## src/rtl/stream_framer_pkg.sv

```systemverilog
// Shared definitions for the stream framer: state encoding and the rules
// that turn raw per-frame configuration into effective beat counts.
package stream_framer_pkg;

    localparam logic [1:0] ENC_IDLE    = 2'd0;
    localparam logic [1:0] ENC_DATA    = 2'd1;
    localparam logic [1:0] ENC_META    = 2'd2;
    localparam logic [1:0] ENC_TRAILER = 2'd3;

    typedef enum logic [1:0] {
        ST_IDLE    = ENC_IDLE,
        ST_DATA    = ENC_DATA,
        ST_META    = ENC_META,
        ST_TRAILER = ENC_TRAILER
    } state_t;

    // A zero-length payload would leave the frame without a data phase.
    function automatic logic [31:0] eff_data_beats(input logic [31:0] cfg);
        return (cfg == 32'd0) ? 32'd1 : cfg;
    endfunction

    function automatic logic [3:0] eff_meta_beats(input logic [3:0] cfg,
                                                  input logic [3:0] max_meta);
        return (cfg > max_meta) ? max_meta : cfg;
    endfunction

endpackage

```

## src/rtl/axis_reg_slice.sv

```systemverilog
// One-entry registered AXI-Stream stage; accepts a new beat whenever it is
// empty or its current beat is being drained in the same cycle.
module axis_reg_slice #(
    parameter int DW = 128
) (
    input  logic          i_clk,
    input  logic          i_resetn,
    input  logic [DW-1:0] i_s_tdata,
    input  logic          i_s_tlast,
    input  logic          i_s_tvalid,
    output logic          o_s_tready,
    output logic [DW-1:0] o_m_tdata,
    output logic          o_m_tlast,
    output logic          o_m_tvalid,
    input  logic          i_m_tready
);

    logic [DW-1:0] r_data;
    logic          r_last;
    logic          r_valid;

    assign o_s_tready = !r_valid || i_m_tready;
    assign o_m_tdata  = r_data;
    assign o_m_tlast  = r_last;
    assign o_m_tvalid = r_valid;

    always_ff @(posedge i_clk or negedge i_resetn) begin
        if (!i_resetn) begin
            r_valid <= 1'b0;
            r_data  <= '0;
            r_last  <= 1'b0;
        end else if (o_s_tready) begin
            r_valid <= i_s_tvalid;
            if (i_s_tvalid) begin
                r_data <= i_s_tdata;
                r_last <= i_s_tlast;
            end
        end
    end

endmodule

```

## src/rtl/stream_framer.sv

```systemverilog
// Builds frames of payload beats, optional metadata beats and a trailer
// carrying the running frame count, behind a one-entry output register.
module stream_framer
    import stream_framer_pkg::*;
#(
    parameter int DW       = 128,
    parameter int MAX_META = 4,
    parameter int CNT_W    = 64
) (
    input  logic             clk,
    input  logic             resetn,
    input  logic             cfg_enable,
    input  logic [31:0]      cfg_data_beats,
    input  logic [3:0]       cfg_meta_beats,
    input  logic [DW-1:0]    s_data_tdata,
    input  logic             s_data_tvalid,
    output logic             s_data_tready,
    input  logic [DW-1:0]    s_meta_tdata,
    input  logic             s_meta_tvalid,
    output logic             s_meta_tready,
    output logic [DW-1:0]    m_tdata,
    output logic             m_tvalid,
    input  logic             m_tready,
    output logic             m_tlast,
    output logic [DW/8-1:0]  m_tkeep,
    output logic [CNT_W-1:0] frame_count,
    output logic [1:0]       fsm_state
);

    state_t           r_state;
    state_t           w_next;
    logic [31:0]      r_data_beats;
    logic [31:0]      r_data_cnt;
    logic [3:0]       r_meta_beats;
    logic [3:0]       r_meta_cnt;
    logic             r_trl_sent;
    logic [CNT_W-1:0] r_frame_cnt;

    logic             w_slice_rdy;
    logic             w_in_valid;
    logic             w_in_last;
    logic [DW-1:0]    w_in_data;
    logic [DW-1:0]    w_trailer;
    logic             w_data_hs;
    logic             w_meta_hs;
    logic             w_data_done;
    logic             w_meta_done;
    logic             w_trl_push;
    logic             w_trl_acc;

    assign w_data_hs   = s_data_tvalid && s_data_tready;
    assign w_meta_hs   = s_meta_tvalid && s_meta_tready;
    assign w_data_done = w_data_hs && (r_data_cnt == r_data_beats - 32'd1);
    assign w_meta_done = w_meta_hs && (r_meta_cnt == r_meta_beats - 4'd1);
    assign w_trl_push  = (r_state == ST_TRAILER) && !r_trl_sent && w_slice_rdy;
    // Once the trailer is pushed it is the only beat left in the slice.
    assign w_trl_acc   = (r_state == ST_TRAILER) && r_trl_sent && m_tvalid && m_tready;

    assign m_tkeep     = '1;
    assign frame_count = r_frame_cnt;
    assign fsm_state   = r_state;

    always_comb begin
        w_trailer = '0;
        w_trailer[CNT_W-1:0] = r_frame_cnt;
    end

    always_ff @(posedge clk or negedge resetn) begin
        if (!resetn) r_state <= ST_IDLE;
        else         r_state <= w_next;
    end

    always_comb begin
        w_next = r_state;
        case (r_state)
            ST_IDLE:    if (cfg_enable) w_next = ST_DATA;
            ST_DATA:    if (w_data_done) w_next = (r_meta_beats == 4'd0) ? ST_TRAILER : ST_META;
            ST_META:    if (w_meta_done) w_next = ST_TRAILER;
            ST_TRAILER: if (w_trl_acc) w_next = ST_IDLE;
            default:    w_next = ST_IDLE;
        endcase
    end

    always_comb begin
        s_data_tready = 1'b0;
        s_meta_tready = 1'b0;
        w_in_valid    = 1'b0;
        w_in_last     = 1'b0;
        w_in_data     = '0;
        case (r_state)
            ST_DATA: begin
                s_data_tready = w_slice_rdy;
                w_in_valid    = s_data_tvalid;
                w_in_data     = s_data_tdata;
            end
            ST_META: begin
                s_meta_tready = w_slice_rdy;
                w_in_valid    = s_meta_tvalid;
                w_in_data     = s_meta_tdata;
            end
            ST_TRAILER: begin
                w_in_valid = !r_trl_sent;
                w_in_last  = 1'b1;
                w_in_data  = w_trailer;
            end
            default: ;
        endcase
    end

    always_ff @(posedge clk or negedge resetn) begin
        if (!resetn) begin
            r_data_beats <= '0;
            r_data_cnt   <= '0;
            r_meta_beats <= '0;
            r_meta_cnt   <= '0;
            r_trl_sent   <= 1'b0;
            r_frame_cnt  <= '0;
        end else begin
            if (r_state == ST_IDLE && cfg_enable) begin
                r_data_beats <= eff_data_beats(cfg_data_beats);
                r_meta_beats <= eff_meta_beats(cfg_meta_beats, 4'(MAX_META));
                r_data_cnt   <= '0;
                r_meta_cnt   <= '0;
            end
            if (w_data_hs) r_data_cnt <= w_data_done ? 32'd0 : r_data_cnt + 32'd1;
            if (w_meta_hs) r_meta_cnt <= w_meta_done ? 4'd0 : r_meta_cnt + 4'd1;
            if (w_trl_push) r_trl_sent <= 1'b1;
            if (w_trl_acc) begin
                r_trl_sent  <= 1'b0;
                r_frame_cnt <= r_frame_cnt + 1'b1;
            end
        end
    end

    axis_reg_slice #(.DW(DW)) u_out_slice (
        .i_clk      (clk),
        .i_resetn   (resetn),
        .i_s_tdata  (w_in_data),
        .i_s_tlast  (w_in_last),
        .i_s_tvalid (w_in_valid),
        .o_s_tready (w_slice_rdy),
        .o_m_tdata  (m_tdata),
        .o_m_tlast  (m_tlast),
        .o_m_tvalid (m_tvalid),
        .i_m_tready (m_tready)
    );

endmodule
```

## config.mk

```make
export PLATFORM = sky130hd
export DESIGN_NAME = stream_framer
export DESIGN_NICKNAME = d
export VERILOG_FILES = /design/src/rtl/stream_framer_pkg.sv /design/src/rtl/axis_reg_slice.sv /design/src/rtl/stream_framer.sv
export SDC_FILE = /design/constraint.sdc
export NUM_CORES = 1
export LEC_CHECK = 0
export BUFFER_PORTS_ARGS = -buffer_cell sky130_fd_sc_hd__buf_4
export CAP_MARGIN = 20
export CORE_AREA = 2 2 200 202
export DETAILED_ROUTE_END_ITERATION = 16
export DIE_AREA = 0 0 202 204
export HOLD_SLACK_MARGIN = 0.02
export PLACE_DENSITY = 0.62
export SLEW_MARGIN = 10
export SYNTH_ARGS = -nofsm -noshare
export SYNTH_HDL_FRONTEND = slang
export SYNTH_SLANG_ARGS = --single-unit
```

## constraint.sdc

```tcl
create_clock -name clk -period 10.3 [get_ports clk]
set_input_delay 1.03 -clock clk [delete_from_list [all_inputs] [get_ports clk]]
set_output_delay 1.03 -clock clk [all_outputs]
set_load 0.01 [all_outputs]
```

### Yosys cells after proc, flatten, opt, wreduce, memory -nomap -nowiden

Index checks and enable logic that the tools add are counted.

| word-level totals | value |
|---|---|
| register bits | 269 |

| cells by class | value |
|---|---|
| $add $sub $neg | 5 |
| magnitude comparators | 1 |
| eq/ne operators | 9 |
| muxes and demuxes | 21 |
| reductions and logical operators | 21 |

Operator list:

| operator | count |
|---|---|
| $pmux 128 s3 | 1 |
| $mux 32 | 4 |
| $add 64x1->64 const B | 1 |
| $add 32x1->32 const B | 1 |
| $eq 32x32->1 | 1 |
| $logic_not 32->1 | 1 |
| $sub 32x1->32 const B | 1 |
| $mux 4 | 4 |
| $logic_and 1x1->1 | 10 |
| $mux 2 | 4 |
| $ne 2x2->1 const B | 4 |
| $pmux 2 s4 | 1 |
| $mux 1 | 6 |
| $reduce_bool 2->1 | 3 |
| $add 4x1->4 const B | 1 |
| $eq 2x2->1 const B | 2 |
| $eq 4x4->1 | 1 |
| $gt 4x3->1 const B | 1 |
| $logic_not 4->1 | 1 |
| $reduce_and 4->1 | 1 |
| $sub 4x1->4 const B | 1 |
| $pmux 1 s3 | 1 |
| $eq 2x1->1 const B | 1 |
| $logic_not 1->1 | 2 |
| 3 further kinds | 3 |

### Longest topological paths before layout

Gate-level depths: netlist of the first run.

| logic depth | value |
|---|---|
| word-level depth | 7 |
| depth in mapped cells | 14 |
| gate-level depth less buffers | 11 |

### Modules after synthesis

A second synthesis of the first run with hierarchy kept.

| unflattened totals | value |
|---|---|
| cells, all modules | 1414 |
| area total of the unflattened synthesis | 14996.9 µm² |

Modules (own cells, without submodules):

| module | times used | cells an instance | area each (µm²) | seq. area each (µm²) |
|---|---|---|---|---|
| stream_framer | 1 | 1138 | 9734.3 | 3478.3 |
| axis_reg_slice | 1 | 276 | 5262.5 | 3253.1 |

### Least setup slack after synthesis of the first run

OpenSTA, ideal clock, no wires.

| path | value |
|---|---|
| kind | reg-to-reg |
| from | register r_data_beats[0] |
| to | register r_data_cnt[26] |
| data arrival time | 3.257 ns |
| required time | 10.174 ns |
| slack | 6.917 ns |
| cell stages (with the launch flop) | 14 |
| buffers on the path | 2 |
| path through | dfrtp_1 inv_1 ha_1 nor3b_1 and4b_1 clkbuf_1 a21boi_0 o311ai_1 a21oi_1 or4_4 nor3_2 buf_4 and4b_1 a221o_1 |

| between the ends | value |
|---|---|
| word-level cells in the longest chain between the ends | 5 |

RTL lines:

| element | line | text |
|---|---|---|
| from (decl) | stream_framer.sv:32 | `logic [31:0] r_data_beats;` |
| from (signal assigned) | stream_framer.sv:120 | `r_data_beats <= eff_data_beats(cfg_data_beats);` |
| $sub 32x1->32 | stream_framer.sv:53 | `assign w_data_done = w_data_hs && (r_data_cnt == r_data_beats - 32'd1);` |
| $eq 32x32->1 | stream_framer.sv:53 |  |
| $logic_and 1x1->1 | stream_framer.sv:53 |  |
| $mux 32 (2 in a row) | stream_framer.sv:125 | `if (w_data_hs) r_data_cnt <= w_data_done ? 32'd0 : r_data_cnt + 32'd1;` |
| to (signal assigned) | stream_framer.sv:125 |  |
| to (decl) | stream_framer.sv:33 | `logic [31:0] r_data_cnt;` |

Every way passes these cells.
A chain may end at the register's enable or synchronous reset.

### Final worst setup path of the first run

| path | value |
|---|---|
| from | register r_data_beats[1] |
| to | register r_data_cnt[10] |

The elaborated chain is that of the path after synthesis.

==> metrics.txt, run 1 <==
most frequent cells in the layout 508 x buf_4, 269 x dfrtp_1, 190 x nor2_1; starting density of the core 0.3509; Die Y ~200 um; MaxCap Viol Count 0; actual slew at the worst max-slew pin 1.017 ns; required time of the critical path roughly 11 ns; # rows 73; worst reg2reg startpoint r_data_beats[1]; Crit Path Max Fanout 47; Post-Route Setup TNS 0 ns; final setup fails 0; Final GP Congestion 0.8934; drt initial violations roughly 1100; WHS 0.5108 ns; Reg power frac 0.337; CTS Buf Count 34; final WL between 40 and 50 mm; first-pass GRT wire length around 74 mm; area delta synth->final 37.40%; die width around 200 um; Max VDD drop ~0.22 mV; final hold vios 0; Worst Clk Skew between 0.015 and 0.02 ns; pwr dens between 200 and 300 mW/mm^2; Setup Fix Bufs, Post-CTS 0; Lkg Pwr 8.659 nW; crit path cell chain nor4_2 -> nand4b_1 -> or3_1 -> nor4bb_1 -> nor4_1 -> or4_4 -> nor3_4 -> buf_4 -> nor2_1 -> a221o_1; top cell type's share of synthesized area 0.4895; Gate power share 0.439; fin crit period 4.418 ns; RSZ-0062 raised after global routing false; Vias/cell between 5 and 6; aggregate global routing overflow 0; Vias 12885; Hold Startpoint r_trl_sent; Worst Path Buf+Inv 1; synth top area cells dfrtp_1 49%, a21oi_1 5.3%, nor2_1 5.2%; hold path depth 2; clock buffer depth 3; FF-to-FF path depth 10; fraction of power spent switching nets 0.3960; Slew Limit Fails 0; crit end category register; CTS Root Cell clkbuf_16; number of flops mapped to enable cells by yosys 0; Yosys cell types 66; Slew HR 0.3223; commonest non-fill, non-tap cell in the layout buf_4; clock latency at the later pin of the worst-skew pair slightly above 0.5 ns; post-synth top area cell dfrtp_1; Synth Warn # 0; Clk network pwr share 0.224; clk slew on worst S/H paths roughly 0.060 ns; fin nets 2157; worst endpoint data arrival time 4.81 ns; Yosys reg bits 269; H-tree level count 2; vias in the first global route roughly 12000; Crit. path cell count 10; CP startpoint r_data_beats[1]; Net Switching 2.042 mW; # clock sinks between 200 and 300; Main synth FF type dfrtp_1; PostCTS Resize Cnt 0; final period utilization 0.4290; Worst Hold Class register to register; Detail Placement HPWL 35.96 mm; Final ANT Viol Nets 0; TritonCTS clock tree yes; DRT Pass-1 Iters 8; drt wl/cell approximately 20 um; Cell Area, Synth between 0.01 and 0.015 sq mm; CP peak stage delay 0.57 ns; CP max stage cell nor4_2; total core area 0.03918 sq mm; syn avg cell area between 9 and 10 sq um; final core utilization 0.4822; Post-synth ARST share 1.000; largest net degree at the start of global routing ~130; cells after synthesis approximately 1400; die area between 0.04 and 0.05 sq mm; startpoint types register; All-Layer GR Usage 0.2301; outcome complete, no violations; Seq/Total Area, Yosys 0.4895; Max Fclk roughly 0.23 GHz; hold-fix buffers at CTS 0; CP Class register to register; P_int roughly 3.1 mW; cell family with most CP delay simple AND/OR/NAND/NOR gates; I/O Buffers just under 500; I/O pins around 510; share of layout cells above drive strength 1 0.3259; initial antenna violation count 7; DR DRC count 0
## logic make-up (layout without fill, tap and decap cells)
family                   Yosys count  in the layout  synth area share
AO/OA/AOI/OAI                    368            368            0.1868
XOR/XNOR                         103            103           0.06560
adder cells (fa/ha/maj)           10             10          0.009099
buffers and inverters            131            585           0.04213
flip-flops                       269            269            0.4895
multiplexers                      37             37           0.03003
other                              1             20         0.0002727
AND/OR/NAND/NOR                  484            484            0.1765
## power by group through the flow
stage                     sequential, mW  clock, mW  combinational [mW]
after floorplan                     1.80          0                1.24
after global placement              1.73          0                2.25
after detailed placement            1.74          0                2.28
after CTS                           1.74       1.18                2.29
after global routing                1.79       1.23                2.49
final                               1.74       1.15                2.26
## state kept, by name, summed over array words and instances, names as in the netlist
signal	count
frame_count	64
fsm_state	2
r_data_beats	32
r_data_cnt	32
r_meta_beats	4
r_meta_cnt	4
r_trl_sent	1
u_out_slice.o_m_tdata	128
u_out_slice.o_m_tlast	1
u_out_slice.o_m_tvalid	1
## worst paths after layout
path	end	slack, ns
max reg2reg	r_data_cnt[10]	5.88
max in group asynchronous	u_out_slice.o_m_tdata[50]	8.08
min reg2reg	r_trl_sent	0.51
min	r_trl_sent	0.51
max	r_data_cnt[10]	5.88
min in group asynchronous	r_data_beats[6]	0.64
## area by class of cell
class	count	area [sq um]
Fill cell	3710	20290
Multi-Input combinational cell	1018	6538
Tap cell	525	656.9
Antenna cell	4	10.01
Clock buffer	48	974.7
Timing Repair Buffer	509	3829
Clock inverter	11	90.09
Inverter	17	63.81
Sequential cell	269	6731
## metal layers
| metal | track usage | share of wire |
|---|---|---|
| met5 | 0 | 0.00068 |
| met4 | 0.05751 | 0.019 |
| met3 | 0.05405 | 0.069 |
| met2 | 0.3996 | 0.51 |
| met1 | 0.2885 | 0.40 |
## worst min-delay path, cell delays in order (launching register included)
cell	delay [ns]
dfrtp_1	0.35
a21oi_1	0.05
nor2_1	0.07
## cell usage after synthesis (6+ instances only)
cell	count
inv_1	17
o31ai_1	19
ha_1	10
buf_4	19
xnor2_1	67
a21oi_1	146
a21o_1	19
nor2b_1	9
nor4_1	27
nor3_1	19
a22o_1	7
a211oi_1	7
and3_1	19
nand4_1	20
nand2_1	65
nor2_1	191
dfrtp_1	269
mux2_2	34
xor2_1	36
or3_1	11
and2_1	10
and4_1	11
nor4b_1	8
nand2b_1	14
a22oi_1	64
buf_1	6
clkbuf_1	86
a222oi_1	64
o21ai_0	13
nand3_1	48
## per-stage QoR
step	total power, mW	setup slack (ns)	std cells	cell area, sq um
floorplan	3.036	6.917	1418	13810
CTS	5.208	5.922	2397	18880
global placement	3.981	6.024	2338	17820
global route	5.511	5.606	2399	18890
detailed placement	4.026	5.939	2338	17820
finish	5.156	5.882	2401	18890
(Power assumes the default switching activity.)
==> run 2, diff against run 1 <==
Settings changed: CORE_AREA 2 2 200 202 to 2 2 202 204, DIE_AREA 0 0 202 204 to 0 0 204 206, PLACE_DENSITY 0.62 to 0.61.
Clock period 10.3 ns to 4.5 ns, I/O delays scaled along.
==> run 2 against run 1 <==
Compared with the run above:
- non-clock buffer count increased by 11
- clock skew down 0.0021 ns
- cell area is 1.2% higher
- sequential power increased by 130%
- setup slack got worse by 5.3 ns
- clock-buffer cell count rose by 2
- critical endpoint is now r_data_cnt[26]
- largest power group unchanged
==> metrics.txt, run 2 (synthesis results as in run 1) <==
die area 0.04202 sq mm (+2.0%); PostCTS Resize Cnt 0 (unchanged); placed cells 2355 (+0.73%); # rows 74 (+1.4%); Setup Slack @ Placement 0.6513 ns (-5.288 ns); worst setup margin 0.5629 ns (-5.319 ns); worst endpoint data arrival time 4.35 ns (-0.46 ns); most frequent cells in the layout 512 x buf_4, 269 x dfrtp_1, 190 x nor2_1; sequential cell area 0.006731 sq mm (unchanged); total core area 0.04018 sq mm (+2.6%); Final Instance Count excl. Fillers 2420 (+0.79%); area delta synth->final 39.07%; Vias/cell 5.380 (+0.25%); Crit Path Max Fanout 9 (-81%); Slew HR 0.4235 (+0.1012); commonest non-fill, non-tap cell in the layout buf_4; clk slew on worst S/H paths 0.06 ns (about the same); area occupied by multi-input gates 0.006538 sq mm (unchanged); drt initial violations 1029 (-6.6%); Max VDD drop 0.3877 mV (+77%); vias in the first global route 12597 (+1.4%); max reg flops 128 (unchanged); Max Fclk 0.2540 GHz (+12%); Die Y 206 um (+0.98%); outcome complete, no violations; # clock sinks 269 (unchanged); final instance area 0.01912 sq mm (+1.2%); aggregate global routing overflow 0 (unchanged); drt wl/cell 20.87 um (+2.7%); RSZ-0062 raised after global routing false; I/O Buffers 495 (unchanged); first-pass GRT wire length 75.33 mm (+1.8%); clock buffer depth 3 (unchanged); All-Layer GR Usage 0.2310 (+0.0009747); Slew Limit Fails 0 (unchanged); die width 204 um (+0.99%); final hold vios 0 (unchanged); Final GP Congestion 0.8937 (about the same); pwr dens 629.1 mW/mm^2 (+130%); Placed Area 0.01798 sq mm (+0.89%); fillcell total 3847 (+3.7%); actual slew at the worst max-slew pin 0.8648 ns (-0.1517 ns); CP peak stage delay 0.56 ns (about the same); CP Class register to register; CP max stage cell nor3b_1; crit path cell chain inv_1 -> ha_1 -> nor3b_1 -> and4b_1 -> nand3_1 -> nor4bb_1 -> nor3_1 -> or4_4 -> nor3_4 -> buf_4 -> nor2_1 -> a221o_1; final period utilization 0.8749 (+0.4459); Post-Route Setup TNS 0 ns (unchanged); CTS Root Cell clkbuf_16; starting density of the core 0.3422 (-0.008731); Final ANT Viol Nets 0 (unchanged); Lkg Pwr 8.759 nW (+1.2%); Vias 13019 (+1.0%); required time of the critical path 4.91 ns (-5.78 ns); initial antenna violation count 6 (-1); fin nets 2169 (+0.56%); crit end category register; fin crit period 3.937 ns (-0.4814 ns); H-tree level count 2 (unchanged); Detail Placement HPWL 37.45 mm (+4.2%); DR DRC count 0 (unchanged); MaxCap Viol Count 0 (unchanged); TritonCTS clock tree yes; Worst Clk Skew 0.01301 ns (-0.002141 ns); I/O pins 512 (unchanged); DRT Pass-1 Iters 9 (+1); CTS Buf Count 35 (+2.9%); clock latency at the later pin of the worst-skew pair 0.53 ns (+0.02 ns); Worst Hold Class input pin to register; final setup fails 0 (unchanged); startpoint types register; share of layout cells above drive strength 1 0.3300 (+0.004119); largest net degree at the start of global routing 120 (-5.5%); final WL 50.50 mm (+3.6%)
run 2: changes by cell type in the layout (fill, tap and decap cells not counted), sizes merged:
cell,previous run,this run
buf,509,519
clkbuf,48,50
clkinvlp,1,2
diode,4,3
dlygate4sd3,0,1
inv,19,18
run 2: final timing paths:
| check | slack, ns | cells past startpoint | start | endpoint |
|---|---|---|---|---|
| hold reg to reg | 0.52 | 1 | frame_count[39] | frame_count[39] |
| setup / recovery | 0.56 | 12 | r_data_beats[0] | r_data_cnt[26] |
| setup reg to reg | 0.56 | 12 | r_data_beats[0] | r_data_cnt[26] |
| hold / removal | 0.14 | 2 | cfg_meta_beats[0] | r_meta_beats[0] |
| max in group asynchronous | 3.08 | 3 | resetn | frame_count[55] |
| min in group asynchronous | 0.43 | 2 | resetn | r_data_beats[6] |
run 2: where the power goes:
part	internal, mW	switching (mW)
Clock	1.62	1.13
Combinational	2.36	2.93
Sequential	3.28	0.712
run 2: metal layers:
layer | GRT usage | share of wire
met1 | 0.3046 | 0.42
met2 | 0.3683 | 0.48
met3 | 0.06717 | 0.081
met4 | 0.06858 | 0.024
met5 | 0 | 0.00095
run 2: through the flow:
step | total power [mW] | hold slack (ns) | util
floorplan | 6.948 | 0.1544 | -
global placement | 9.214 | 0.3776 | 0.4474
detailed placement | 9.326 | 0.3804 | 0.4474
CTS | 12.14 | 0.1172 | 0.4757
global route | 12.81 | 0.1262 | 0.4758
finish | 12.03 | 0.1436 | 0.4759
run 2: repair_timing:
item	CTS	global route
hold buffers	1	0
buffers inserted	0	0
endpoints found under the hold margin	46	0
run 2: layout make-up:
class / instances / area share
Sequential cell: 269 / 0.3520
Multi-Input combinational cell: 1018 / 0.3419
Timing Repair Buffer: 520 / 0.2086
Clock buffer: 50 / 0.05241
Tap cell: 532 / 0.03481
Clock inverter: 11 / 0.006608
Inverter: 17 / 0.003337
Antenna cell: 3 / 0.0003926
run 2: worst max-delay path, delay by kind of cell, from the launching register on:
kind	cells	cell delay, ns
simple gates	8	2.52
flops	1	0.44
compound gates	1	0.36
buf+inv	2	0.30
fa+ha+maj	1	0.20
==> run 3, diff against run 2 <==
Clock period 4.5 ns to 4.3 ns, I/O delays scaled along.
==> run 3 against run 2 <==
Compared with the run above:
- final cell count about the same
- combinational power up 4.0%
- register-to-register slack worse by 0.09 ns
- clock power rose by 7%
- setup slack got worse by 0.087 ns
- global-route usage increased by 0.23 points
- non-clock buffer count is the same
- critical path type unchanged
- largest cell class unchanged
- largest power group unchanged
==> metrics.txt, run 3 (synthesis results as in run 1) <==
required time of the critical path 4.71 ns (-0.20 ns); Final GP Congestion 0.8725 (-2.4%); crit end category register; I/O pins 512 (unchanged); H-tree level count 2 (unchanged); most frequent cells in the layout 514 x buf_4, 269 x dfrtp_1, 190 x nor2_1; Worst Hold Class input pin to register; DRT Pass-1 Iters 9 (unchanged); All-Layer GR Usage 0.2333 (+0.002296); Crit Path Max Fanout 10 (+1); Setup Slack @ Placement 0.4564 ns (-0.1949 ns); Placed Area 0.01795 sq mm (-0.14%); total core area 0.04018 sq mm (unchanged); Lkg Pwr 8.773 nW (+0.16%); starting density of the core 0.3422 (unchanged); WHS 0.1209 ns (-0.02262 ns); Max VDD drop 0.4220 mV (+8.8%); Slew HR 0.3325 (-0.09095); CTS Root Cell clkbuf_16; final setup fails 0 (unchanged); Slew Limit Fails 0 (unchanged); worst setup margin 0.4763 ns (-0.08664 ns); clock buffer depth 3 (unchanged); commonest non-fill, non-tap cell in the layout buf_4; Detail Placement HPWL 37.28 mm (-0.46%); final hold vios 0 (unchanged); TritonCTS clock tree yes; max reg flops 128 (unchanged); drt wl/cell 20.86 um (about the same); RSZ-0062 raised after global routing false; vias in the first global route 12819 (+1.8%); Die Y 206 um (unchanged); Max Fclk 0.2615 GHz (+3.0%); # clock sinks 269 (unchanged); aggregate global routing overflow 0 (unchanged); pwr dens 658.4 mW/mm^2 (+4.7%); outcome complete, no violations; actual slew at the worst max-slew pin 1.001 ns (+0.1364 ns); I/O Buffers 495 (unchanged); MaxCap Viol Count 0 (unchanged); CP Class register to register; clock latency at the later pin of the worst-skew pair 0.53 ns (about the same); fillcell total 3881 (+0.88%); final instance area 0.01912 sq mm (about the same); Post-Route Setup TNS 0 ns (unchanged); final period utilization 0.8892 (+0.01433); # rows 74 (unchanged); worst endpoint data arrival time 4.23 ns (-0.12 ns); CTS Buf Count 36 (+2.9%); final WL 50.50 mm (unchanged); largest net degree at the start of global routing 107 (-11%); Final ANT Viol Nets 0 (unchanged); die width 204 um (unchanged); clk slew on worst S/H paths 0.06 ns (about the same); first-pass GRT wire length 75.98 mm (+0.85%); Vias 12948 (-0.55%); share of layout cells above drive strength 1 0.3307 (+0.0007102); Worst Clk Skew 0.01295 ns (-0.00006710 ns); area delta synth->final 39.08% (about the same); Vias/cell 5.348 (-0.59%); fin nets 2170 (+0.046%); fin crit period 3.824 ns (-0.1134 ns); initial antenna violation count 5 (-1); drt initial violations 1071 (+4.1%); die area 0.04202 sq mm (unchanged); PostCTS Resize Cnt 0 (unchanged); DR DRC count 0 (unchanged); startpoint types register
-- run 3: cell types whose count changed in the layout (fill, tap and decap cells not counted) --
cell | previous run | this run
clkbuf_16 | 35 | 36
buf_4 | 512 | 514
clkinv_8 | 2 | 1
buf_12 | 6 | 4
inv_6 | 0 | 1
clkinvlp_4 | 2 | 1
diode_2 | 3 | 2
clkinv_2 | 4 | 5
clkbuf_8 | 7 | 8
-- run 3: path summary, 6_finish.rpt --
| kind | start | to | slack (ns) | cells past startpoint |
|---|---|---|---|---|
| max | r_data_beats[2] | r_data_cnt[9] | 0.48 | 10 |
| max reg2reg | r_data_beats[2] | r_data_cnt[9] | 0.48 | 10 |
| min reg2reg | r_trl_sent | r_trl_sent | 0.51 | 2 |
| min | cfg_meta_beats[1] | r_meta_beats[1] | 0.12 | 2 |
| min in group asynchronous | resetn | r_data_beats[6] | 0.52 | 2 |
| max in group asynchronous | resetn | frame_count[54] | 2.75 | 3 |
-- run 3: timing repair --
action,in CTS,in global routing
setup buffers,0,0
hold buffers,1,0
hold endpoints to repair,58,0
-- run 3: area by class of cell --
class / count / area [sq um] / share of cell area
multi-input combinational: 1018 / 6538 / 0.3418
tap: 532 / 665.6 / 0.03481
clock buffer: 52 / 1041 / 0.05443
clock inverter: 11 / 116.4 / 0.006084
inverter: 17 / 63.81 / 0.003337
sequential: 269 / 6731 / 0.3520
antenna: 2 / 5.005 / 0.0002617
timing repair buffer: 520 / 3964 / 0.2073
-- run 3: where the power goes --
group	internal (mW)	leakage [nW]	switching [mW]
registers	3.43	3.33	0.733
clock network	1.75	0.570	1.18
logic	2.42	4.87	3.07
-- run 3: worst max-delay path: stages, from the launching register on --
cell	delay (ns)
dfrtp_1	0.47
nor4_2	0.53
nor2b_1	0.30
xor2_1	0.10
or4_1	0.46
a2111oi_0	0.47
o2111ai_1	0.28
nor3_4	0.43
buf_4	0.25
nor4_1	0.07
a311o_1	0.33
-- run 3: routing by layer --
layer	vias up	global-route usage	routed length (um)
met2	434	0.3710	24010
li1	6068	-	-
met1	6356	0.3108	21310
met4	6	0.06755	1330
met5	-	0	48
met3	84	0.06512	3792
-- run 3: through the flow --
stage	total power [mW]	util	cells
detailed placement	9.702	0.4468	2355
floorplan	7.272	-	1418
global placement	9.598	0.4468	2355
CTS	12.72	0.4758	2419
finish	12.59	0.4759	2421
global route	13.44	0.4759	2420
